==> src/rtl/spi_master_core.sv <==
// spi_master_core -- 8-bit full-duplex SPI master shift engine.
//
// Takes a latched CONFIG byte, TX byte and start strobe from the APB
// register stage, runs one MSB-first transfer on one of four slave selects,
// and returns the received byte with DONE / RX_VALID / OVERRUN status.
// SCK is PCLK divided by 2^(SCKsel+1); a transfer is SETUP (H cycles),
// SHIFT (16 SCK edges plus one trailing half-period), HOLD (H cycles).
//
// Build option:
//   SPI_LOOPBACK_EN  when defined, the serial input is taken from o_MOSI
//                    and i_MISO is ignored (bring-up / self-test).
//
// Ports:
//   i_PCLK      system clock, rising edge
//   i_PRESET    synchronous active-high reset
//   i_CONFIG    [5] CPOL, [4] CPHA, [3:2] slave index, [1:0] SCK select
//   i_TX_DATA   byte to transmit
//   i_START     one-cycle start strobe (ignored while busy)
//   i_RX_READ   one-cycle strobe: RX register read, clears status flags
//   i_MISO      serial data from slave
//   o_SCK       serial clock
//   o_MOSI      serial data to slave
//   o_SS_n      active-low slave selects
//   o_RX_DATA   last completed received byte
//   o_BUSY      transfer in progress
//   o_DONE      one-cycle completion pulse
//   o_RX_VALID  sticky: RX byte not yet read
//   o_OVERRUN   sticky: a byte completed while RX_VALID was still set
module spi_master_core #(
  parameter int DATA_W = 8,
  parameter int SS_N   = 4
) (
  input  logic              i_PCLK,
  input  logic              i_PRESET,
  input  logic [7:0]        i_CONFIG,
  input  logic [DATA_W-1:0] i_TX_DATA,
  input  logic              i_START,
  input  logic              i_RX_READ,
  input  logic              i_MISO,
  output logic              o_SCK,
  output logic              o_MOSI,
  output logic [SS_N-1:0]   o_SS_n,
  output logic [DATA_W-1:0] o_RX_DATA,
  output logic              o_BUSY,
  output logic              o_DONE,
  output logic              o_RX_VALID,
  output logic              o_OVERRUN
);

  localparam int EDGES = 2 * DATA_W;
  localparam int EW    = $clog2(EDGES + 1);

  typedef enum logic [1:0] {
    ST_IDLE  = 2'd0,
    ST_SETUP = 2'd1,
    ST_SHIFT = 2'd2,
    ST_HOLD  = 2'd3
  } state_e;

  state_e state_q, state_d;

  logic              cpol_q, cpha_q;
  logic [1:0]        slave_q, sck_sel_q;
  logic [2:0]        div_q;
  logic [2:0]        half_m1;
  logic [EW-1:0]     edge_cnt_q;
  logic              sck_q, mosi_q, done_q;
  logic              rx_valid_q, overrun_q;
  logic [DATA_W-1:0] rx_data_q;
  logic [DATA_W-1:0] tx_sr_q, rx_sr_q;

  logic tick, start_acc, edge_ev, edge_odd, drive_ev, sample_ev, complete;
  logic serial_in;

  logic [1:0] unused_cfg;
  assign unused_cfg = i_CONFIG[7:6];

`ifdef SPI_LOOPBACK_EN
  logic unused_miso;
  assign unused_miso = i_MISO;
  assign serial_in   = mosi_q;
`else
  assign serial_in   = i_MISO;
`endif

  // Half-period length minus one, from the latched SCK select.
  always_comb begin
    half_m1 = 3'd0;
    case (sck_sel_q)
      2'd0:    half_m1 = 3'd0;
      2'd1:    half_m1 = 3'd1;
      2'd2:    half_m1 = 3'd3;
      default: half_m1 = 3'd7;
    endcase
  end

  assign tick      = (div_q == half_m1);
  assign start_acc = i_START && (state_q == ST_IDLE);
  // SCK edges: one leaving SETUP, then 15 more inside SHIFT. The last
  // half-period of SHIFT (edge count already 16) produces no edge.
  assign edge_ev   = tick && ((state_q == ST_SETUP) ||
                              ((state_q == ST_SHIFT) && (edge_cnt_q != EW'(EDGES))));
  // The edge about to happen is odd (leading) when an even number are done.
  assign edge_odd  = ~edge_cnt_q[0];
  assign drive_ev  = edge_ev && (edge_odd == cpha_q);
  assign sample_ev = edge_ev && (edge_odd != cpha_q);
  assign complete  = tick && (state_q == ST_HOLD);

  // State register
  always_ff @(posedge i_PCLK) begin
    if (i_PRESET) state_q <= ST_IDLE;
    else          state_q <= state_d;
  end

  // Next-state logic
  always_comb begin
    state_d = state_q;
    case (state_q)
      ST_IDLE:  if (i_START) state_d = ST_SETUP;
      ST_SETUP: if (tick) state_d = ST_SHIFT;
      ST_SHIFT: if (tick && (edge_cnt_q == EW'(EDGES))) state_d = ST_HOLD;
      ST_HOLD:  if (tick) state_d = ST_IDLE;
      default:  state_d = ST_IDLE;
    endcase
  end

  // Output logic
  always_comb begin
    o_BUSY     = (state_q != ST_IDLE);
    o_SS_n     = '1;
    if (state_q != ST_IDLE) o_SS_n = ~(SS_N'(1) << slave_q);
    o_SCK      = sck_q;
    o_MOSI     = mosi_q;
    o_RX_DATA  = rx_data_q;
    o_DONE     = done_q;
    o_RX_VALID = rx_valid_q;
    o_OVERRUN  = overrun_q;
  end

  // Control and status registers
  always_ff @(posedge i_PCLK) begin
    if (i_PRESET) begin
      cpol_q     <= 1'b0;
      cpha_q     <= 1'b0;
      slave_q    <= 2'd0;
      sck_sel_q  <= 2'd0;
      div_q      <= 3'd0;
      edge_cnt_q <= '0;
      sck_q      <= 1'b0;
      mosi_q     <= 1'b0;
      done_q     <= 1'b0;
      rx_valid_q <= 1'b0;
      overrun_q  <= 1'b0;
      rx_data_q  <= '0;
    end else begin
      done_q <= complete;
      if (start_acc) begin
        cpol_q     <= i_CONFIG[5];
        cpha_q     <= i_CONFIG[4];
        slave_q    <= i_CONFIG[3:2];
        sck_sel_q  <= i_CONFIG[1:0];
        div_q      <= 3'd0;
        edge_cnt_q <= '0;
        sck_q      <= i_CONFIG[5];
        // CPHA=0 presents bit7 for the whole SETUP; CPHA=1 drives it at edge 1.
        mosi_q     <= i_CONFIG[4] ? 1'b0 : i_TX_DATA[DATA_W-1];
      end else if (state_q != ST_IDLE) begin
        div_q <= tick ? 3'd0 : div_q + 3'd1;
        if (edge_ev) begin
          edge_cnt_q <= edge_cnt_q + EW'(1);
          sck_q      <= ~sck_q;
        end
        if (drive_ev) mosi_q <= tx_sr_q[DATA_W-1];
        if (complete) mosi_q <= 1'b0;
      end
      // Completion takes priority over a coincident RX read.
      if (complete) begin
        rx_data_q  <= rx_sr_q;
        rx_valid_q <= 1'b1;
        overrun_q  <= i_RX_READ ? 1'b0 : (overrun_q | rx_valid_q);
      end else if (i_RX_READ) begin
        rx_valid_q <= 1'b0;
        overrun_q  <= 1'b0;
      end
    end
  end

  // Shift registers (pure data, fully reloaded / refilled every transfer)
  always_ff @(posedge i_PCLK) begin
    if (start_acc)
      tx_sr_q <= i_CONFIG[4] ? i_TX_DATA : {i_TX_DATA[DATA_W-2:0], 1'b0};
    else if (drive_ev)
      tx_sr_q <= {tx_sr_q[DATA_W-2:0], 1'b0};
    if (sample_ev)
      rx_sr_q <= {rx_sr_q[DATA_W-2:0], serial_in};
  end

endmodule

==> config.mk <==
export PLATFORM = sky130hd
export DESIGN_NAME = spi_master_core
export DESIGN_NICKNAME = d
export VERILOG_FILES = /design/src/rtl/spi_master_core.sv
export SDC_FILE = /design/constraint.sdc
export NUM_CORES = 1
export LEC_CHECK = 0
export BUFFER_PORTS_ARGS = -buffer_cell sky130_fd_sc_hd__buf_4
export CAP_MARGIN = 20
export CORE_MARGIN = 2
export CORE_UTILIZATION = 49
export DETAILED_ROUTE_END_ITERATION = 6
export PLACE_DENSITY = 0.75
export SLEW_MARGIN = 30
export SYNTH_ARGS = -nofsm -noshare
export SYNTH_HDL_FRONTEND = slang
export SYNTH_SLANG_ARGS = --single-unit
==> constraint.sdc <==
create_clock -name i_PCLK -period 2.5 [get_ports i_PCLK]
set_clock_uncertainty 0.2 [all_clocks]
set_input_delay 0.25 -clock i_PCLK [delete_from_list [all_inputs] [get_ports i_PCLK]]
set_output_delay 0.25 -clock i_PCLK [all_outputs]
set_load 0.005 [all_outputs]
==> Yosys cells after proc, flatten, opt, wreduce, memory -nomap -nowiden <==
Index checks and enable logic that the tools add are counted.
{ "classes": {"n_eq_ne": 14, "bitwise": 4, "n_addsub": 2, "mux": 23, "reduce_logical": 21, "n_shift": 1} }
{ "ops": {"columns": ["cell", "n"], "rows": [
  ["8-bit two-way mux", 3],
  ["1-bit two-way mux", 12],
  ["2-bit nonzero test", 5],
  ["3-bit one-hot mux with 3 select lines", 1],
  ["2-bit two-way mux", 4],
  ["2-bit one-hot mux with 4 select lines", 1],
  ["1-bit logical AND", 7],
  ["2-bit == test, second input constant", 3],
  ["2-bit != test, second input constant", 3],
  ["2-bit AND reduction", 3],
  ["5-bit by 1-bit adder with 5-bit output, second input constant", 1],
  ["5-bit == test, second input constant", 1],
  ["5-bit != test, second input constant", 1],
  ["2-bit by 1-bit == test with 1-bit output, second input constant", 2],
  ["2-bit zero test", 2],
  ["4-bit two-way mux", 1],
  ["4-bit inverter", 1],
  ["4-bit AND reduction", 1],
  ["1-bit by 2-bit << shifter with 4-bit output, first input constant", 1],
  ["3-bit by 1-bit adder with 3-bit output, second input constant", 1],
  ["3-bit == test", 1],
  ["3-bit two-way mux", 1],
  ["3-bit nonzero test", 1],
  ["2-bit by 1-bit != test with 1-bit output, second input constant", 1],
  ["other kinds (6)", 7]
]} }
{ "word_totals": {"out_inout_bits": 18, "in_bits": 21, "wordCells": 79, "regBits": 44} }

==> Longest topological paths before layout <==
Gate-level depths: netlist of the first run.
{ "logic_depth": {"ltp_word": 9, "depth_mapped": 7, "ltp_nobuf": 7} }

==> Worst setup path before layout of the first run <==
No wires, ideal clock.
{ "synth_timing": {"kind": "reg2reg", "start": "register div_q[2]", "end": "register tx_sr_q[0], enable pin", "stages_incl_launch_ff": 5, "setup_ps": 387, "t_arrival_ps": 2001, "n_path_buf": 0, "required_ps": 1913, "period_less_slack_ps": 2587, "path_slack_ps": -87, "cell_sequence": "dfxtp_1 > or4_4 > mux2i_1 > nor2_1 > o31ai_1"} }
{ "synth_via": {"elab_chain_cells": 4} }
{ "synth_rtl": {"columns": ["element", "line_no", "source"], "rows": [
  ["from (decl)", "64", "logic [2:0] div_q;"],
  ["from (signal assigned)", "168", "div_q <= tick ? 3'd0 : div_q + 3'd1;"],
  ["3-bit == test", "97", "assign tick = (div_q == half_m1);"],
  ["1-bit logical AND", "101", "assign edge_ev = tick && ((state_q == ST_SETUP) ||"],
  ["1-bit logical AND", "105", "assign drive_ev = edge_ev && (edge_odd == cpha_q);"],
  ["2-bit nonzero test (no line)", null, null],
  ["to (signal assigned)", "191", "tx_sr_q <= i_CONFIG[4] ? i_TX_DATA : {i_TX_DATA[DATA_W-2:0], 1'b0};"],
  ["to (signal assigned)", "193", "tx_sr_q <= {tx_sr_q[DATA_W-2:0], 1'b0};"],
  ["to (decl)", "70", "logic [DATA_W-1:0] tx_sr_q, rx_sr_q;"]
]} }
No other way between the ends.
A chain may end at the register's enable or synchronous reset.

==> Worst setup path in the final report of the first run <==
{ "layout_timing": {"start": "register div_q[2]", "end": "register edge_cnt_q[3]"} }
{ "layout_via": {"elab_chain_cells": 3} }
{ "layout_rtl": {"columns": ["element", "line_no", "source"], "rows": [
  ["3-bit == test", "97", null],
  ["1-bit logical AND", "101", null],
  ["2-bit AND reduction (no line)", null, null],
  ["to (signal assigned)", "170", "edge_cnt_q <= edge_cnt_q + EW'(1);"],
  ["to (decl)", "66", "logic [EW-1:0] edge_cnt_q;"]
]} }
No other way between the ends.

==> metrics.txt, run 1 <==
status=finished clean; Clock Tree Buf Depth=2; fin crit share=0.949; Setup Buffers After CTS=0; WP data arrival=2.39 ns; top cells by instance count after synthesis=dfxtp_1, nand2_1, nor2_1; MaxCap Viol Count=0; Seq cells post-synth=44; reg2reg start=div_q[2]; antenna cells=0; vias in the first global route=1444; Clock Tree Root=clkbuf_8; placement row count=23; Setup Crit Path Kind=reg2reg; starting density of the core=0.507; Clk pin slew, worst setup/hold paths=0.09 ns; Num CTS Buffers=5; Setup violations, final=0; Synth Flop Type=dfxtp_1; core area=4000 µm²; layout cells sized above 1=0.243; number of synthesized flops with an enable pin=16; pre-CTS WS=0.209 ns; global-route usage over all layers=0.188; worst path required time=2.51 ns; CP endpoint kind=register; pin count of the biggest net entering global routing=25; top achievable clock speed=421 MHz; hpwl dp=2750 µm; most common cell in the netlist=dfxtp_1; Distinct cells, synth=42; post-synthesis sequential area ratio=0.513; Die Area=4670 µm²; PortBufs=36; CP Max Fanout=5; Tmin final=2.37 ns; Worst Reg2Reg Path Length in Cells=5; Max Slew Vio Count=0; antenna violations before repair=0; # fillers=327; Synthesized Nets=228; Levels on crit path=5; DR vias=1554; DRT Wirelength=3960 µm; cell area after layout=2540 µm²; hold path cells=3; CTS sink count=44; synth top area cells=dfxtp_1, edfxtp_1, mux2i_1; IO Count=39; slowest stage delay, CP=0.54 ns; total grt overflow=0; Area Growth Syn to Fin=25.2%; DR vias/cell=5.23; Worst Hold Class=in2reg; Final Wtd Congestion=0.799; DIE WIDTH=68.4 µm; FFs w/ async S/R, synth=0; CP startpoint=div_q[2]; Setup WS post-layout=0.127 ns; Mapped Cells=200; Synth top area share=0.276; final hold viol count=0; R2R Setup Slk=0.13 ns; crit path buf inv count=0; Clk Latency, worst-skew pair=0.29 ns; CP Capture Point=edge_cnt_q[3]; Crit Reg-Reg Endpoint=edge_cnt_q[3]; Die Ht=68.4 µm; H-tree depth=2; router iterations before antenna repair=4; CP Launch Type=register; first-pass GRT wire length=6510 µm; CTS tree=built; YS warnings=0; CP max stage cell=or4_4; Post-Syn Area=2030 µm²; Crit path max-delay family=simple AND/OR/NAND/NOR gates; CP cell instances=or4_4 > mux2_4 > a211oi_4 > or3b_1 > a21oi_1; Yosys top cell by area=dfxtp_1; Slew headroom=0.664; Overall Power=2440 µW; Worst Max-Slew Pin Slew=0.505 ns; WL per Instance=13.3 µm; Avg Inst Size Synth=10.1 µm²; Post-route DRC=0; initial drt markers=52; RSZ-0062 raised after global routing=false; Nets=274; PwrDens=959 nW/µm²; ANT nets after route=0; Leak Pwr=0.00107 µW; peak supply drop=0.000515 V; min-delay src=i_CONFIG[2]; DP Area=2410 µm²
## per-stage QoR
stage	cells	hold WS [ns]	utilization	setup TNS (ns)
2_1_floorplan	200	0.129	-	-0.0439
3_3_place_gp	287	0.228	0.602	0
3_5_place_dp	287	0.227	0.602	0
4_1_cts	297	0.00407	0.635	0
5_1_grt	297	0.00313	0.635	0
6_report	297	0.00741	0.635	0
## placed cells by master, fill, tap and decap left out, drive strengths merged, types with 2 or more instances in the layout
cell type	n
nand2b	5
a21oi	12
dlygate4sd3	2
nor2	20
dfxtp	28
ha	7
a211oi	2
edfxtp	16
a2111oi	2
nor3	7
buf	46
clkinv	2
nand3b	2
xnor2	2
clkbuf	5
mux2i	18
o21ai	11
nand4	2
nand3	6
nand2	22
and2	2
inv	8
## where the power goes
part           leakage [µW]  switching, µW  internal (µW)
logic              0.000634            498            370
clock network     0.0000558            235            296
registers          0.000379           82.7            954
## logic make-up (layout without fill, tap and decap cells)
group,Yosys count,in the layout,share of synthesized area
and+or+nand+nor,74,74,0.179
DFF,44,44,0.513
AOI/OAI and AO/OA,36,36,0.125
muxes,19,19,0.0962
buffers and inverters,17,64,0.0314
adders and majority gates,7,7,0.0432
xor gates and xnor gates,3,3,0.0129
## layout make-up
class                           count  area [µm²]  share of cell area
Clock inverter                      3        42.5              0.0167
Multi-Input combinational cell    139         930               0.366
Inverter                            8        30.0              0.0118
Timing Repair Buffer               48         365               0.144
Tap cell                           50        62.6              0.0246
Sequential cell                    44        1040               0.410
Clock buffer                        5        68.8              0.0271
## flip-flops by register name, summed over array words and instances, names as in the netlist
name        flops
edge_cnt_q      5
state_q         2
slave_q         2
o_SCK           1
o_OVERRUN       1
div_q           3
o_RX_DATA       8
cpha_q          1
rx_sr_q         8
o_RX_VALID      1
tx_sr_q         8
o_MOSI          1
sck_sel_q       2
o_DONE          1
## how the worst min path moves through the flow
stage	endpoint
2_1_floorplan	o_OVERRUN
3_3_place_gp	rx_sr_q[6]
3_5_place_dp	o_OVERRUN
4_1_cts	slave_q[1]
5_1_grt	sck_sel_q[0]
6_report	slave_q[0]
## worst reg2reg max path: stages (launching register included)
cell and delay, ns:
dfxtp_1 0.35, or4_4 0.54, mux2_4 0.33, a211oi_4 0.30
or3b_1 0.39, a21oi_1 0.19
## per-layer routing
layer | GRT usage | up-vias | wire length [µm]
met2 | 0.305 | 27 | 1870
met4 | 0.0675 | 0 | 66
met1 | 0.251 | 721 | 1880
met3 | 0.0362 | 10 | 138
li1 | - | 796 | -
met5 | 0 | - | 0
## timing repair
item	in CTS	in global routing
endpoints found under the hold margin	2	0
gates resized for setup	0	0
hold buffers	2	0
(Power assumes the default switching activity.)
==> inputs of run 2 (changes only) <==
CAP_MARGIN = 25   (was 20)
REMOVE_ABC_BUFFERS = 1   (was default)
==> metrics.txt, run 2 (same netlist as run 1, synthesis figures left out) <==
post-cts resize count=0 (unchanged); Clock Tree Root=clkbuf_8; layout cells sized above 1=0.240 (-0.00291); Util after Layout=0.634 (-0.00125); initial drt markers=53 (+1.9%); vias in the first global route=1501 (+3.9%); Slew headroom=0.542 (-0.121); total grt overflow=0 (unchanged); DR vias=1580 (+1.7%); top achievable clock speed=440 MHz (+4.4%); commonest non-fill, non-tap cell in the layout=buf_4; Worst Hold Class=in2reg; MaxCap Viol Count=0 (unchanged); most frequent cells in the layout=buf_4, dfxtp_1, nand2_1; Worst Max-Slew Pin Slew=0.687 ns (+0.182 ns); DRT Wirelength=3970 µm (+0.25%); Post-route DRC=0 (unchanged); DIE WIDTH=68.4 µm (unchanged); CP Launch Type=register; ANT nets after route=0 (unchanged); WP data arrival=2.29 ns (-0.10 ns); PwrDens=915 nW/µm² (-4.5%); # hold bufs at CTS=4 (+2); # fillers=340 (+4.0%); Worst Reg2Reg Path Length in Cells=5 (unchanged); antenna cells=0 (unchanged); Inst Count DP=288 (+0.35%); Die Ht=68.4 µm (unchanged); Max Slew Vio Count=0 (unchanged); min-delay src=i_CONFIG[2]; starting density of the core=0.507 (unchanged); final setup TNS=0 ns (unchanged); core area=4000 µm² (unchanged); router iterations before antenna repair=4 (unchanged); placement row count=23 (unchanged); Setup Buffers After CTS=0 (unchanged); Clock Tree Buf Depth=2 (unchanged); post-route insts no fill=300 (+1.0%); CTS tree=built; Tmin final=2.27 ns (-0.101 ns); DR vias/cell=5.27 (+0.66%); CTS sink count=44 (unchanged); WL per Instance=13.2 µm (-0.75%); Nets=277 (+1.1%); CP Max Fanout=5 (unchanged); reg2reg start=div_q[2]; pin count of the biggest net entering global routing=25 (unchanged); first-pass GRT wire length=6660 µm (+2.3%); Leak Pwr=0.00107 µW (+0.21%); Setup violations, final=0 (unchanged); Final Wtd Congestion=0.844 (+5.6%); CP startpoint=div_q[2]; antenna violations before repair=0 (unchanged); Setup Crit Path Kind=reg2reg; final hold viol count=0 (unchanged); CP endpoint kind=register; Clk pin slew, worst setup/hold paths=0.08 ns (about the same); RSZ-0062 raised after global routing=false; Area Growth Syn to Fin=24.9%; peak supply drop=0.000549 V (+6.6%); global-route usage over all layers=0.195 (+0.00649); PortBufs=36 (unchanged); H-tree depth=2 (unchanged); hpwl dp=2900 µm (+5.6%); fin crit share=0.909 (-0.0404); status=finished clean; hold path cells=3 (unchanged); Clk Latency, worst-skew pair=0.29 ns (about the same); worst path required time=2.52 ns (about the same); Die Area=4670 µm² (unchanged); Num CTS Buffers=5 (unchanged); IO Count=39 (unchanged)
-- run 2: area by class of cell --
class | count | area, µm² | share of cell area
Sequential cell | 44 | 1040 | 0.411
Timing Repair Buffer | 51 | 393 | 0.155
Tap cell | 50 | 62.6 | 0.0247
Clock inverter | 2 | 11.3 | 0.00444
Clock buffer | 6 | 72.6 | 0.0286
Multi-Input combinational cell | 139 | 925 | 0.365
Inverter | 8 | 30.0 | 0.0118
-- run 2: per-layer routing --
metal | track usage | share of wire | vias up
met5 | 0 | 0 | -
met4 | 0.0525 | 0.014 | 0
met3 | 0.0493 | 0.028 | 5
met2 | 0.325 | 0.51 | 22
met1 | 0.250 | 0.45 | 751
li1 | - | - | 802
-- run 2: where the power goes --
group / switching (µW) / internal [µW]
logic: 487 / 370
clock network: 230 / 196
registers: 83.4 / 954
total: 801 / 1520
-- run 2: critical path, cell delays in order, from the launching register on --
cell and delay (ns):
dfxtp_1 0.35, or4_4 0.54, mux2_4 0.33, a211oi_4 0.28
or3b_1 0.36, a21oi_1 0.14
-- run 2: stage by stage --
stage,worst slack (ns),power (µW),hold slack [ns],instance area [µm²]
after CTS,0.197,2340,0.00644,2530
after global placement,0.288,1880,0.227,2410
after floorplan,-0.0872,1560,0.119,2000
after detailed placement,0.175,1910,0.230,2410
final,0.228,2320,0.00868,2530
after global routing,0.111,2480,0.0202,2530
-- run 2: worst paths after layout --
path | endpoint | slack (ns)
setup / recovery | edge_cnt_q[3] | 0.23
hold / removal | slave_q[0] | 0.009
setup reg to reg | edge_cnt_q[3] | 0.23
hold reg to reg | rx_sr_q[6] | 0.26
==> inputs of run 3 (changes only) <==
CORE_UTILIZATION = 40   (was 49)
PLACE_DENSITY = default   (was 0.75)
==> metrics.txt, run 3 (same netlist as run 1, synthesis figures left out) <==
DP Area=2450 µm² (+1.5%); Tmin final=2.33 ns (+0.0537 ns); Area Growth Syn to Fin=27.9%; status=finished clean; WP data arrival=2.35 ns (+0.06 ns); CTS sink count=44 (unchanged); antenna cells=0 (unchanged); Setup WS post-layout=0.174 ns (-0.0537 ns); vias in the first global route=1462 (-2.6%); DR vias/cell=4.85 (-8.0%); router iterations before antenna repair=4 (unchanged); CP Max Fanout=5 (unchanged); Clk Latency, worst-skew pair=0.29 ns (about the same); most frequent cells in the layout=buf_4, dfxtp_1, nand2_1; top achievable clock speed=430 MHz (-2.3%); Worst Max-Slew Pin Slew=0.510 ns (-0.177 ns); CP max stage cell=or4_4; Post-route DRC=0 (unchanged); Clock Tree Root=clkbuf_8; pin count of the biggest net entering global routing=25 (unchanged); Max Slew Vio Count=0 (unchanged); Setup violations, final=0 (unchanged); cell area after layout=2590 µm² (+2.4%); final setup TNS=0 ns (unchanged); Num CTS Buffers=5 (unchanged); Worst Hold Class=in2reg; total grt overflow=0 (unchanged); placement row count=25 (+8.7%); PwrDens=915 nW/µm² (about the same); crit path buf inv count=0 (unchanged); Setup Buffers After CTS=0 (unchanged); final hold viol count=0 (unchanged); RSZ-0062 raised after global routing=false; layout cells sized above 1=0.244 (+0.00409); Nets=281 (+1.4%); DR vias=1556 (-1.5%); worst path required time=2.52 ns (about the same); CP Launch Type=register; Leak Pwr=0.00109 µW (+1.4%); global-route usage over all layers=0.156 (-0.0382); Final Wtd Congestion=0.782 (-7.3%); antenna violations before repair=0 (unchanged); Die Area=5660 µm² (+21%); pre-CTS WS=0.196 ns (+0.0210 ns); IO Count=39 (unchanged); core area=4820 µm² (+20%); MaxCap Viol Count=0 (unchanged); initial drt markers=44 (-17%); Clock Tree Buf Depth=2 (unchanged); Die Ht=75.2 µm (+10%); first-pass GRT wire length=6710 µm (+0.83%); CP cell instances=or4_4 > mux2_4 > a211oi_4 > or3b_1 > a21oi_1; slowest stage delay, CP=0.54 ns (about the same); Crit path max-delay family=simple AND/OR/NAND/NOR gates; Hold WS=0.0661 ns (+0.0575 ns); ANT nets after route=0 (unchanged); peak supply drop=0.000458 V (-17%); H-tree depth=2 (unchanged); commonest non-fill, non-tap cell in the layout=buf_4; PortBufs=36 (unchanged); starting density of the core=0.421 (-0.0861); Clk pin slew, worst setup/hold paths=0.08 ns (about the same); DIE WIDTH=75.2 µm (+10%); fin crit share=0.930 (+0.0215); hpwl dp=2910 µm (+0.10%); Slew headroom=0.659 (+0.117); WL per Instance=12.5 µm (-5.8%); CP endpoint kind=register; DRT Wirelength=4000 µm (+0.83%); CTS tree=built; Setup Crit Path Kind=reg2reg
## run 3: cell type report
type                       instances  area (µm²)
clock buffer                       5        68.8
clock inverter                     3        17.5
fill                             464        2220
inverter                           8        30.0
multi-input combinational        139         926
sequential                        44        1040
tap                               67        83.8
timing repair buffer              55         428
## run 3: timing repair
action | in CTS | in global routing
endpoints found under the setup margin | 0 | 1
hold endpoints to repair | 6 | 0
resized for setup | 0 | 1
hold buffers | 6 | 0
## run 3: stage by stage
| step | cells | util | power [µW] |
|---|---|---|---|
| 2_1_floorplan | 191 | - | 1560 |
| 3_3_place_gp | 307 | 0.508 | 1940 |
| 3_5_place_dp | 307 | 0.508 | 1950 |
| 4_1_cts | 321 | 0.538 | 2400 |
| 5_1_grt | 321 | 0.539 | 2550 |
| 6_report | 321 | 0.539 | 2380 |
## run 3: worst paths after layout
path / startpoint / slack (ns) / cells after the start / endpoint
min reg2reg: rx_sr_q[5] / 0.26 / 0 / rx_sr_q[6]
max: div_q[2] / 0.17 / 5 / edge_cnt_q[3]
max reg2reg: div_q[2] / 0.17 / 5 / edge_cnt_q[3]
min: i_CONFIG[5] / 0.07 / 3 / o_SCK
## run 3: per-layer routing
metal,part of all wire,track usage,wire length [µm]
met2,0.45,0.241,1810
met5,0,0,0
met3,0.037,0.0442,149
met1,0.50,0.218,2000
met4,0.010,0.0390,40
## run 3: worst min-delay path: cells and delay by family
| kind | cells | cell delay [ns] |
|---|---|---|
| buffers and inverters | 1 | 0.11 |
| and+or+nand+nor | 1 | 0.10 |
| AOI/OAI and AO/OA | 1 | 0.06 |
## run 3: where the power goes
| group | internal [µW] | leakage [µW] | switching (µW) |
|---|---|---|---|
| clock | 194 | 0.0000421 | 245 |
| combinational | 401 | 0.000664 | 502 |
| sequential | 954 | 0.000379 | 79.7 |
